## src/rtl/bus_grant_encoder.sv

```systemverilog
// bus_grant_encoder
//    Registered request-to-select encoder. Turns N drive-request lines into a
//    W-bit bus-mux select code with a valid flag. MODE picks the arbitration
//    rule: 0 = strict one-hot, 1 = fixed priority (lowest index wins),
//    2 = round-robin. Contention is flagged every cycle, and one-hot
//    violations in MODE 0 latch into a sticky debug bit.
//
// Ports
//    clock_i      rising-edge clock
//    clear_i      synchronous active-low reset; overrides hold_i and err_clr_i
//    req_i        request lines, bit i = source i wants the bus
//    hold_i       1 = freeze code/valid/conflict/pointer and ignore req_i
//    err_clr_i    clears multi_err_o (a simultaneous new violation wins)
//    code_o       registered select code of the granted source
//    valid_o      registered, 1 = code_o is a fresh grant this cycle
//    conflict_o   registered, 1 = two or more requests in the sampled cycle
//    multi_err_o  sticky one-hot violation flag (MODE 0 only)
module bus_grant_encoder #(
   parameter int N    = 32,
   parameter int W    = $clog2(N),
   parameter int MODE = 0
) (
   input  logic         clock_i,
   input  logic         clear_i,
   input  logic [N-1:0] req_i,
   input  logic         hold_i,
   input  logic         err_clr_i,
   output logic [W-1:0] code_o,
   output logic         valid_o,
   output logic         conflict_o,
   output logic         multi_err_o
);

   logic [W-1:0] code_q,      code_d;
   logic         valid_q,     valid_d;
   logic         conflict_q,  conflict_d;
   logic         multi_err_q, multi_err_d;
   logic [W-1:0] ptr_q,       ptr_d;

   logic         any_req;
   logic         multi_req;
   logic [W-1:0] low_idx;
   logic [W-1:0] rr_idx;
   logic         rr_found;
   int           rr_j;
   logic [W-1:0] rr_jw;

   assign any_req   = |req_i;
   // Clearing the lowest set bit leaves something only if two or more were set.
   assign multi_req = |(req_i & (req_i - N'(1)));

   always_comb begin
      low_idx = '0;
      for (int i = N - 1; i >= 0; i--) begin
         if (req_i[i]) low_idx = W'(i);
      end
   end

   // Upward search from the pointer. The wrap is an explicit subtract of N so
   // a non-power-of-2 N never produces an index past N-1.
   always_comb begin
      rr_found = 1'b0;
      rr_idx   = '0;
      rr_j     = 0;
      rr_jw    = '0;
      for (int off = 0; off < N; off++) begin
         rr_j = int'(ptr_q) + off;
         if (rr_j >= N) rr_j = rr_j - N;
         rr_jw = W'(rr_j);
         if (!rr_found && req_i[rr_jw]) begin
            rr_found = 1'b1;
            rr_idx   = rr_jw;
         end
      end
   end

   always_comb begin
      code_d      = code_q;
      valid_d     = 1'b0;
      conflict_d  = multi_req;
      ptr_d       = ptr_q;
      multi_err_d = multi_err_q;

      if (MODE == 1) begin
         if (any_req) begin
            code_d  = low_idx;
            valid_d = 1'b1;
         end
      end else if (MODE == 2) begin
         if (rr_found) begin
            code_d  = rr_idx;
            valid_d = 1'b1;
            ptr_d   = (rr_idx == W'(N - 1)) ? '0 : rr_idx + W'(1);
         end
      end else begin
         if (any_req && !multi_req) begin
            code_d  = low_idx;
            valid_d = 1'b1;
         end
      end

      // Set has priority over clear; held cycles never count as violations.
      if (MODE != 1 && MODE != 2 && !hold_i && multi_req) begin
         multi_err_d = 1'b1;
      end else if (err_clr_i) begin
         multi_err_d = 1'b0;
      end
   end

   always_ff @(posedge clock_i) begin
      if (!clear_i) begin
         code_q      <= '0;
         valid_q     <= 1'b0;
         conflict_q  <= 1'b0;
         ptr_q       <= '0;
         multi_err_q <= 1'b0;
      end else begin
         if (!hold_i) begin
            code_q     <= code_d;
            valid_q    <= valid_d;
            conflict_q <= conflict_d;
            ptr_q      <= ptr_d;
         end
         multi_err_q <= multi_err_d;
      end
   end

   assign code_o      = code_q;
   assign valid_o     = valid_q;
   assign conflict_o  = conflict_q;
   assign multi_err_o = multi_err_q;

endmodule

```

## config.mk

```make
export PLATFORM = sky130hd
export DESIGN_NAME = bus_grant_encoder
export DESIGN_NICKNAME = d
export VERILOG_FILES = /design/src/rtl/bus_grant_encoder.sv
export SDC_FILE = /design/constraint.sdc
export NUM_CORES = 1
export LEC_CHECK = 0
export BUFFER_PORTS_ARGS = -buffer_cell sky130_fd_sc_hd__clkbuf_2
export CAP_MARGIN = 5
export CORE_MARGIN = 1
export CORE_UTILIZATION = 30
export DETAILED_ROUTE_END_ITERATION = 8
export HOLD_SLACK_MARGIN = 0.12
export PLACE_DENSITY = 0.51
export SYNTH_ARGS = -nofsm -noshare
export SYNTH_HDL_FRONTEND = slang
export SYNTH_SLANG_ARGS = --single-unit
```

## constraint.sdc

```tcl
create_clock -name clock_i -period 3.31 [get_ports clock_i]
set_clock_uncertainty 0.15 [all_clocks]
set_input_delay 0.1655 -clock clock_i [delete_from_list [all_inputs] [get_ports clock_i]]
set_output_delay 0.1655 -clock clock_i [all_outputs]
set_load 0.01 [all_outputs]
```

==> results of run 1 <==
## flip-flops by register name (all words and copies together) (netlist names)
| signal | flops |
|---|---|
| code_o | 5 |
| multi_err_o | 1 |
| conflict_o | 1 |
| valid_o | 1 |
## worst max-delay path by stage
| stage | from | endpoint | slack (ns) |
|---|---|---|---|
| floorplan | req_i[11] | code_o[3] | 0.40 |
| global placement | req_i[11] | code_o[3] | 0.17 |
| detailed placement | req_i[11] | code_o[3] | 0.15 |
| CTS | req_i[11] | code_o[3] | 0.41 |
| global route | req_i[11] | code_o[3] | 0.19 |
| finish | req_i[11] | code_o[3] | 0.38 |
## power by group
group	switching, uW	internal [uW]
Combinational	58.7	39.7
Sequential	0.935	98.1
Clock	32.6	41.4
Total	92.2	179
## cells in the mapped netlist
cell / number
or4_1: 4
nor2b_1: 1
buf_1: 1
a2111o_1: 1
or4bb_1: 1
o22ai_1: 3
nor2_1: 20
o221a_2: 1
o311ai_0: 1
dfxtp_1: 8
mux2i_1: 2
buf_2: 1
nand2b_1: 2
or3b_1: 1
o21ai_0: 16
or4_4: 1
nor4_1: 5
a211oi_1: 1
a2111oi_2: 1
o21bai_1: 2
maj3_1: 1
and2_1: 1
a2111oi_0: 2
o32ai_1: 3
o31ai_1: 2
a31oi_1: 2
nand3_1: 3
nand4_1: 5
o2111ai_1: 4
o21a_1: 1
inv_1: 8
a222oi_1: 1
or3_1: 2
nand3b_1: 1
nor3_1: 12
a21oi_1: 17
and4_1: 1
nand2_1: 16
or2_2: 2
## area by class of cell
type	instances	area, sq um
multi-input combinational	139	807
fill	343	1770
clock buffer	3	22.5
timing repair buffer	51	283
tap	44	55.1
sequential	8	160
inverter	8	30.0
## per-stage QoR
stage	worst slack, ns	utilization	std cells	cell area, sq um
floorplan	0.395	-	157	1010
global placement	0.172	0.417	247	1310
detailed placement	0.151	0.417	247	1310
CTS	0.410	0.434	253	1360
global route	0.188	0.434	253	1360
finish	0.381	0.434	253	1360
## logic make-up (layout without fill, tap and decap cells)
group	count (synthesis)	in the layout	share of synthesized area
AOI/OAI and AO/OA	58	58	0.374
adders and majority gates	1	1	0.00995
buffers and inverters	10	62	0.0386
DFF	8	8	0.159
muxes	2	2	0.0199
and+or+nand+nor	78	78	0.398
## worst max-delay path, delay by kind of cell
| family | cells | cell delay (ns) |
|---|---|---|
| compound gates | 3 | 0.77 |
| buf+inv | 1 | 0.13 |
| simple gates | 4 | 1.89 |
## per-layer routing
layer	share of wire	track usage
met3	0.070	0.0476
met5	0	0
met2	0.46	0.330
met4	0.012	0.0332
met1	0.46	0.296
## layout by cell type (no fill, tap or decap), types with 2 or more instances in the layout
cell type      synthesis  layout
a2111oi_0              2       2
clkbuf_2               0      43
o21bai_1               2       2
dfxtp_1                8       8
or2_2                  2       2
o21ai_0               16      16
nand3_1                3       3
nand2b_1               2       2
dlygate4sd3_1          0       3
inv_1                  8       8
or3_1                  2       2
nand2_1               16      16
nor3_1                12      12
nor4_1                 5       5
nor2_1                20      20
buf_4                  0       5
o31ai_1                2       2
mux2i_1                2       2
o2111ai_1              4       4
nand4_1                5       5
or4_1                  4       4
o32ai_1                3       3
a21oi_1               17      17
clkbuf_4               0       3
a31oi_1                2       2
o22ai_1                3       3
==> results.sh, run 1 <==
export IMPL_area_growth_pct=35.0
export IMPL_arrival_ns=2.97
export IMPL_port_buffers=43
export IMPL_synth_area_leaders="dfxtp_1 (16%), a21oi_1 (8.5%), o21ai_0 (8.0%)"
export IMPL_crit_slowest_cell="or4_4"
export IMPL_postCtsHoldBufs=3
export IMPL_syn_area_sq_um=1010
export IMPL_synth_distinct_cells=39
export IMPL_num_vias=1474
export IMPL_synth_area_leader_cell="dfxtp_1"
export IMPL_grt_start_max_net_pins=10
export IMPL_hold_viol_final=0
export IMPL_drive_above_1_share=0.268
export IMPL_relSlewSlack=0.643
export IMPL_synth_area_per_cell_sq_um=6.41
export IMPL_finalPower_uw=271
export IMPL_post_cts_buffers=0
export IMPL_endpoint_kind="register"
export IMPL_design_die_area_sq_um=3590
export IMPL_startpoint_type="primary input"
export IMPL_path_max_fanout=7
export IMPL_ys_seq_area_frac=0.159
export IMPL_cpPeakStageDelay_ns=0.56
export IMPL_crit_top_cell="or4_1"
export IMPL_ctsLongestPathBuffers=2
export IMPL_cts_resized=0
export IMPL_finalSetupTns_ns=0
export IMPL_pin_count=44
export IMPL_n_antenna_cell=0
export IMPL_worst_pin_slew_ns=0.531
export IMPL_period_share=0.885
export IMPL_core_rowCount=20
export IMPL_status="complete, no violations"
export IMPL_die_x_microns=59.9
export IMPL_grt_pass1_vias=1283
export IMPL_fin_hold_ws_ns=0.236
export IMPL_routedWlPerCell_microns=13.9
export IMPL_rsz0062_at_grt="false"
export IMPL_holdCritStartpoint="req_i[0]"
export IMPL_regToRegEndpoint="multi_err_o"
export IMPL_firstDrtPassIters=4
export IMPL_clock_fmax_ghz=0.341
export IMPL_rr_startpoint="multi_err_o"
export IMPL_grt_total_usage=0.210
export IMPL_drc=0
export IMPL_path_cells="clkbuf_2 > or4_4 > or4_1 > nor3_1 > o2111ai_1 > a2111o_1 > or4_1 > a21oi_1"
export IMPL_cts_tree="yes"
export IMPL_min_to="code_o[1]"
export IMPL_ant_nets=0
export IMPL_numCtsBuffers=3
export IMPL_htree_levels=1
export IMPL_clk_pin_slew_worst_paths_ns=0.05
export IMPL_cts_sinks=8
export IMPL_start_util=0.322
export IMPL_dp_hpwl_mm=2.94
export IMPL_p_per_area_nw_per_um2=200
export IMPL_grt_pass1_wl_mm=5.76
export IMPL_vias_per_cell=5.83
export IMPL_ir_drop_uv=200
export IMPL_drt_wl_total_mm=3.51
export IMPL_drtIter0Drc=90
export IMPL_setup_violations=0
export IMPL_worst_ep_required_time_ns=3.35
export IMPL_yosys_warnings=0
export IMPL_nets=247
export IMPL_maxCapViolCount=0
export IMPL_path_class="primary input to register"
export IMPL_core_area_sq_um=3130
export IMPL_holdPathStages=4
export IMPL_root_buffer="clkbuf_4"
export IMPL_period_minus_slack_ns=2.93
export IMPL_hp_class="primary input to register"
export IMPL_clock_latency_ns=0.25
export IMPL_syn_num_nets=193
export IMPL_rrSetupSlack_ns=2.45
export IMPL_slew_violations=0
export IMPL_syn_inst=157
export IMPL_reg2reg_depth=4
export IMPL_synth_seq_cells=8
export IMPL_dieHeight_microns=59.9
export IMPL_p_leak_uw=0.000527
export IMPL_place_congestion=0.825
export IMPL_gr_total_overflow=0
export IMPL_synth_top_cell_area_share=0.159
export IMPL_antenna_found_initial=0
Note: power is estimated with default switching activity, not from simulation.
==> run 2, diff against run 1 <==
- CORE_UTILIZATION: 30 -> 51
- PLACE_DENSITY: 0.51 -> 0.81
- SLEW_MARGIN: not set -> 20
- clock period: 3.31 -> 3.75 ns (I/O delays scaled with it)
==> run 2 against run 1 <==
Compared with the run above:
- power decreased by 11%
- sequential power decreased by 12%
- register-to-register slack got worse by 0.11 ns
- largest cell class unchanged
- final cell count decreased by 9.1%
- non-clock buffer count decreased by 4
- sequential cell count unchanged
- worst hold slack got worse by 0.10 ns
==> results.sh, run 2 (same netlist as run 1, synthesis figures left out) <==
export IMPL_grt_total_usage=0.325
export IMPL_period_share=0.884
export IMPL_core_rowCount=15
export IMPL_holdPathStages=3
export IMPL_htree_levels=1
export IMPL_regToRegEndpoint="multi_err_o"
export IMPL_largest_reg_flops=5
export IMPL_root_buffer="clkbuf_4"
export IMPL_port_buffers=43
export IMPL_grt_start_max_net_pins=10
export IMPL_startpoint_type="primary input"
export IMPL_reg2reg_depth=5
export IMPL_endpoint_kind="register"
export IMPL_area_growth_pct=29.6
export IMPL_die_x_microns=46.4
export IMPL_ctsLongestPathBuffers=2
export IMPL_dieHeight_microns=46.4
export IMPL_worst_pin_slew_ns=0.561
export IMPL_arrival_ns=3.31
export IMPL_place_congestion=0.952
export IMPL_n_antenna_cell=0
export IMPL_path_class="primary input to register"
export IMPL_antenna_found_initial=0
export IMPL_relSlewSlack=0.623
export IMPL_design_die_area_sq_um=2150
export IMPL_clock_latency_ns=0.26
export IMPL_nets=243
export IMPL_p_leak_uw=0.000508
export IMPL_cpPeakStageDelay_ns=0.59
export IMPL_status="complete, no violations"
export IMPL_worst_ep_required_time_ns=3.74
export IMPL_path_max_fanout=9
export IMPL_p_per_area_nw_per_um2=185
export IMPL_drive_above_1_share=0.254
export IMPL_post_cts_buffers=0
export IMPL_utilization=0.731
export IMPL_vias_per_cell=6.24
export IMPL_drc=0
export IMPL_finalSetupTns_ns=0
export IMPL_crit_slowest_cell="a2111oi_2"
export IMPL_cts_tree="yes"
export IMPL_path_cells="clkbuf_2 > or4_4 > or4_1 > nor3_1 > o2111ai_1 > a2111oi_2 > a31oi_1 > dlygate4sd3_1"
export IMPL_min_to="conflict_o"
export IMPL_period_minus_slack_ns=3.31
export IMPL_ant_nets=0
export IMPL_dp_hpwl_mm=2.55
export IMPL_maxCapViolCount=0
export IMPL_hp_class="primary input to register"
export IMPL_rsz0062_at_grt="false"
export IMPL_core_area_sq_um=1780
export IMPL_ir_drop_uv=219
export IMPL_start_util=0.564
export IMPL_firstDrtPassIters=5
export IMPL_numCtsBuffers=3
export IMPL_clock_fmax_ghz=0.302
export IMPL_final_cell_mix="clkbuf_2 (43), nor2_1 (20), a21oi_1 (17)"
export IMPL_grt_pass1_vias=1198
export IMPL_rr_startpoint="multi_err_o"
export IMPL_grt_pass1_wl_mm=5.10
export IMPL_hold_viol_final=0
export IMPL_layout_commonest_cell="clkbuf_2"
export IMPL_pin_count=44
export IMPL_drtIter0Drc=65
export IMPL_rrSetupSlack_ns=2.34
export IMPL_drt_wl_total_mm=3.21
export IMPL_cts_sinks=8
export IMPL_slew_violations=0
export IMPL_setup_violations=0
export IMPL_gr_total_overflow=0
export IMPL_clk_pin_slew_worst_paths_ns=0.06
export IMPL_num_vias=1435
export IMPL_holdCritStartpoint="clear_i"
export IMPL_routedWlPerCell_microns=14.0
run 2: how the worst max path moves through the flow:
stage	slack (ns)	startpoint	depth (start not counted)	end
floorplan	0.81	req_i[11]	7	code_o[3]
global placement	0.57	req_i[11]	8	code_o[3]
detailed placement	0.44	req_i[11]	8	code_o[3]
CTS	0.47	req_i[11]	8	multi_err_o
global route	0.23	req_i[11]	8	multi_err_o
finish	0.44	req_i[11]	8	multi_err_o
run 2: per-stage QoR:
stage	total power [uW]	hold slack, ns	instances	instance area [sq um]	setup slack, ns
2_1_floorplan	123	0.185	157	1010	0.813
3_3_place_gp	167	0.296	224	1250	0.571
3_5_place_dp	169	0.302	224	1250	0.441
4_1_cts	238	0.125	230	1300	0.466
5_1_grt	255	0.139	230	1300	0.227
6_report	241	0.133	230	1300	0.436
run 2: critical path, delay by kind of cell:
family,cells,cell delay [ns]
simple gates,3,1.47
buf+inv,2,0.71
compound gates,3,0.94
run 2: area by class of cell:
class                      instances  area [sq um]
multi-input combinational        139           807
clock buffer                       3          22.5
fill                             157           479
inverter                           8          30.0
tap                               25          31.3
sequential                         8           160
timing repair buffer              47           253
run 2: where the power goes:
group	leakage, uW	internal [uW]	switching (uW)
registers	0.0000650	86.5	0.631
logic	0.000430	34.2	51.0
clock network	0.0000138	36.8	32.0
total	0.000508	157	83.6
run 2: what timing repair did:
action / 4_1_cts / 5_1_grt
endpoints found under the hold margin: 3 / 0
hold buffers: 3 / 0
gates resized for setup: 0 / 0
run 2: metal layers:
layer | share of wire | global-route usage | vias to the layer above
met4 | 0.011 | 0.0471 | 0
met5 | 0 | 0 | -
li1 | - | - | 716
met2 | 0.46 | 0.544 | 81
met1 | 0.44 | 0.421 | 634
met3 | 0.086 | 0.0824 | 4
==> run 3, diff against run 2 <==
- CORE_UTILIZATION: 51 -> 35
- PLACE_DENSITY: 0.81 -> 0.58
==> run 3 against run 2 <==
Compared with the run above:
- final cell count rose by 2.6%
- sequential share of layout area decreased by 0.070 points
- worst setup slack gained 0.029 ns
- power decreased by 0.73%
- count of clock-buffer cells in the layout stayed put
- first-iteration DRC count increased by 26%
- critical path type unchanged
- highest routed layer unchanged
==> results.sh, run 3 (same netlist as run 1, synthesis figures left out) <==
export IMPL_ctsLongestPathBuffers=2
export IMPL_cpPeakStageDelay_ns=0.60
export IMPL_n_antenna_cell=0
export IMPL_antenna_found_initial=0
export IMPL_gr_total_overflow=0
export IMPL_p_per_area_nw_per_um2=183
export IMPL_critPathTopFamily="simple AND/OR/NAND/NOR gates"
export IMPL_area_growth_pct=30.3
export IMPL_path_cells="clkbuf_2 > or4_4 > or4_1 > nor3_1 > o2111ai_1 > a2111oi_2 > a31oi_1 > dlygate4sd3_1"
export IMPL_die_x_microns=55.6
export IMPL_drc=0
export IMPL_worst_ep_required_time_ns=3.74
export IMPL_clock_fmax_ghz=0.304
export IMPL_grt_pass1_wl_mm=5.94
export IMPL_maxCapViolCount=0
export IMPL_grt_total_usage=0.235
export IMPL_relSlewSlack=0.570
export IMPL_slew_violations=0
export IMPL_clock_latency_ns=0.25
export IMPL_status="complete, no violations"
export IMPL_nets=243
export IMPL_final_cell_mix="clkbuf_2 (43), nor2_1 (20), a21oi_1 (17)"
export IMPL_grt_start_max_net_pins=10
export IMPL_place_congestion=0.935
export IMPL_htree_levels=1
export IMPL_ir_drop_uv=170
export IMPL_crit_slowest_cell="a2111oi_2"
export IMPL_design_die_area_sq_um=3090
export IMPL_core_rowCount=19
export IMPL_clk_pin_slew_worst_paths_ns=0.05
export IMPL_routedWlPerCell_microns=14.9
export IMPL_use_met1=0.301
export IMPL_hp_class="primary input to register"
export IMPL_dieHeight_microns=55.6
export IMPL_path_class="primary input to register"
export IMPL_setup_violations=0
export IMPL_root_buffer="clkbuf_4"
export IMPL_hold_viol_final=0
export IMPL_pin_count=44
export IMPL_p_leak_uw=0.000508
export IMPL_critPathBufInv=2
export IMPL_finalSetupTns_ns=0
export IMPL_startpoint_type="primary input"
export IMPL_drive_above_1_share=0.254
export IMPL_cts_tree="yes"
export IMPL_dp_hpwl_mm=2.85
export IMPL_cts_resized=0
export IMPL_endpoint_kind="register"
export IMPL_post_cts_buffers=0
export IMPL_path_max_fanout=9
export IMPL_firstDrtPassIters=4
export IMPL_grt_use_met3=0.0512
export IMPL_postCtsHoldBufs=3
export IMPL_worst_pin_slew_ns=0.640
export IMPL_fin_hold_ws_ns=0.143
export IMPL_largest_reg_flops=5
export IMPL_period_minus_slack_ns=3.28
export IMPL_place_area_sq_um=1260
export IMPL_n_fill_cell=284
export IMPL_core_area_sq_um=2730
export IMPL_grt_pass1_vias=1320
export IMPL_vias_per_cell=6.16
export IMPL_ant_nets=0
export IMPL_cts_sinks=8
export IMPL_use_met2=0.417
export IMPL_stdcell_area_sq_um=1310
export IMPL_drtIter0Drc=82
export IMPL_port_buffers=43
export IMPL_start_util=0.368
export IMPL_rsz0062_at_grt="false"
export IMPL_period_share=0.876
export IMPL_num_vias=1454
export IMPL_arrival_ns=3.27
export IMPL_numCtsBuffers=3
export IMPL_drt_wl_total_mm=3.51
export IMPL_layout_commonest_cell="clkbuf_2"
export IMPL_busiest_layer="met2"
run 3: path summary, 6_finish.rpt:
check                   start          end  slack [ns]  cells past startpoint
hold reg to reg       valid_o      valid_o        0.31                      2
hold / removal        clear_i   conflict_o        0.14                      3
setup / recovery    req_i[11]  multi_err_o        0.47                      8
setup reg to reg  multi_err_o  multi_err_o        2.33                      5
run 3: worst register-to-register path, cell delays in order, from the launching register on:
cell and delay, ns:
dfxtp_1 0.33, nand2b_1 0.08, nand2_1 0.07, nand2_1 0.05, a31oi_1 0.13, dlygate4sd3_1 0.56
run 3: final cells by class:
class	count	area, sq um	share of cell area
Clock buffer	3	22.5	0.0172
Inverter	8	30.0	0.0229
Multi-Input combinational cell	139	807	0.615
Sequential cell	8	160	0.122
Tap cell	31	38.8	0.0296
Timing Repair Buffer	47	253	0.193
run 3: routing by layer:
metal	wire, microns	up-vias
li1	-	719
met3	215	4
met2	1740	48
met5	0	-
met4	25	0
met1	1530	683
run 3: where the power goes:
group	internal (uW)	switching, uW	total [uW]	leakage (uW)
sequential	86.5	0.765	87.3	0.0000650
clock	36.6	29.5	66.2	0.0000138
combinational	34.2	51.7	85.9	0.000430
run 3: through the flow:
stage | std cells | setup WS (ns) | total power [uW] | util
CTS | 236 | 0.519 | 241 | 0.480
global route | 236 | 0.334 | 257 | 0.480
finish | 236 | 0.466 | 239 | 0.480
detailed placement | 230 | 0.484 | 171 | 0.460
global placement | 230 | 0.560 | 169 | 0.460
floorplan | 157 | 0.813 | 123 | -
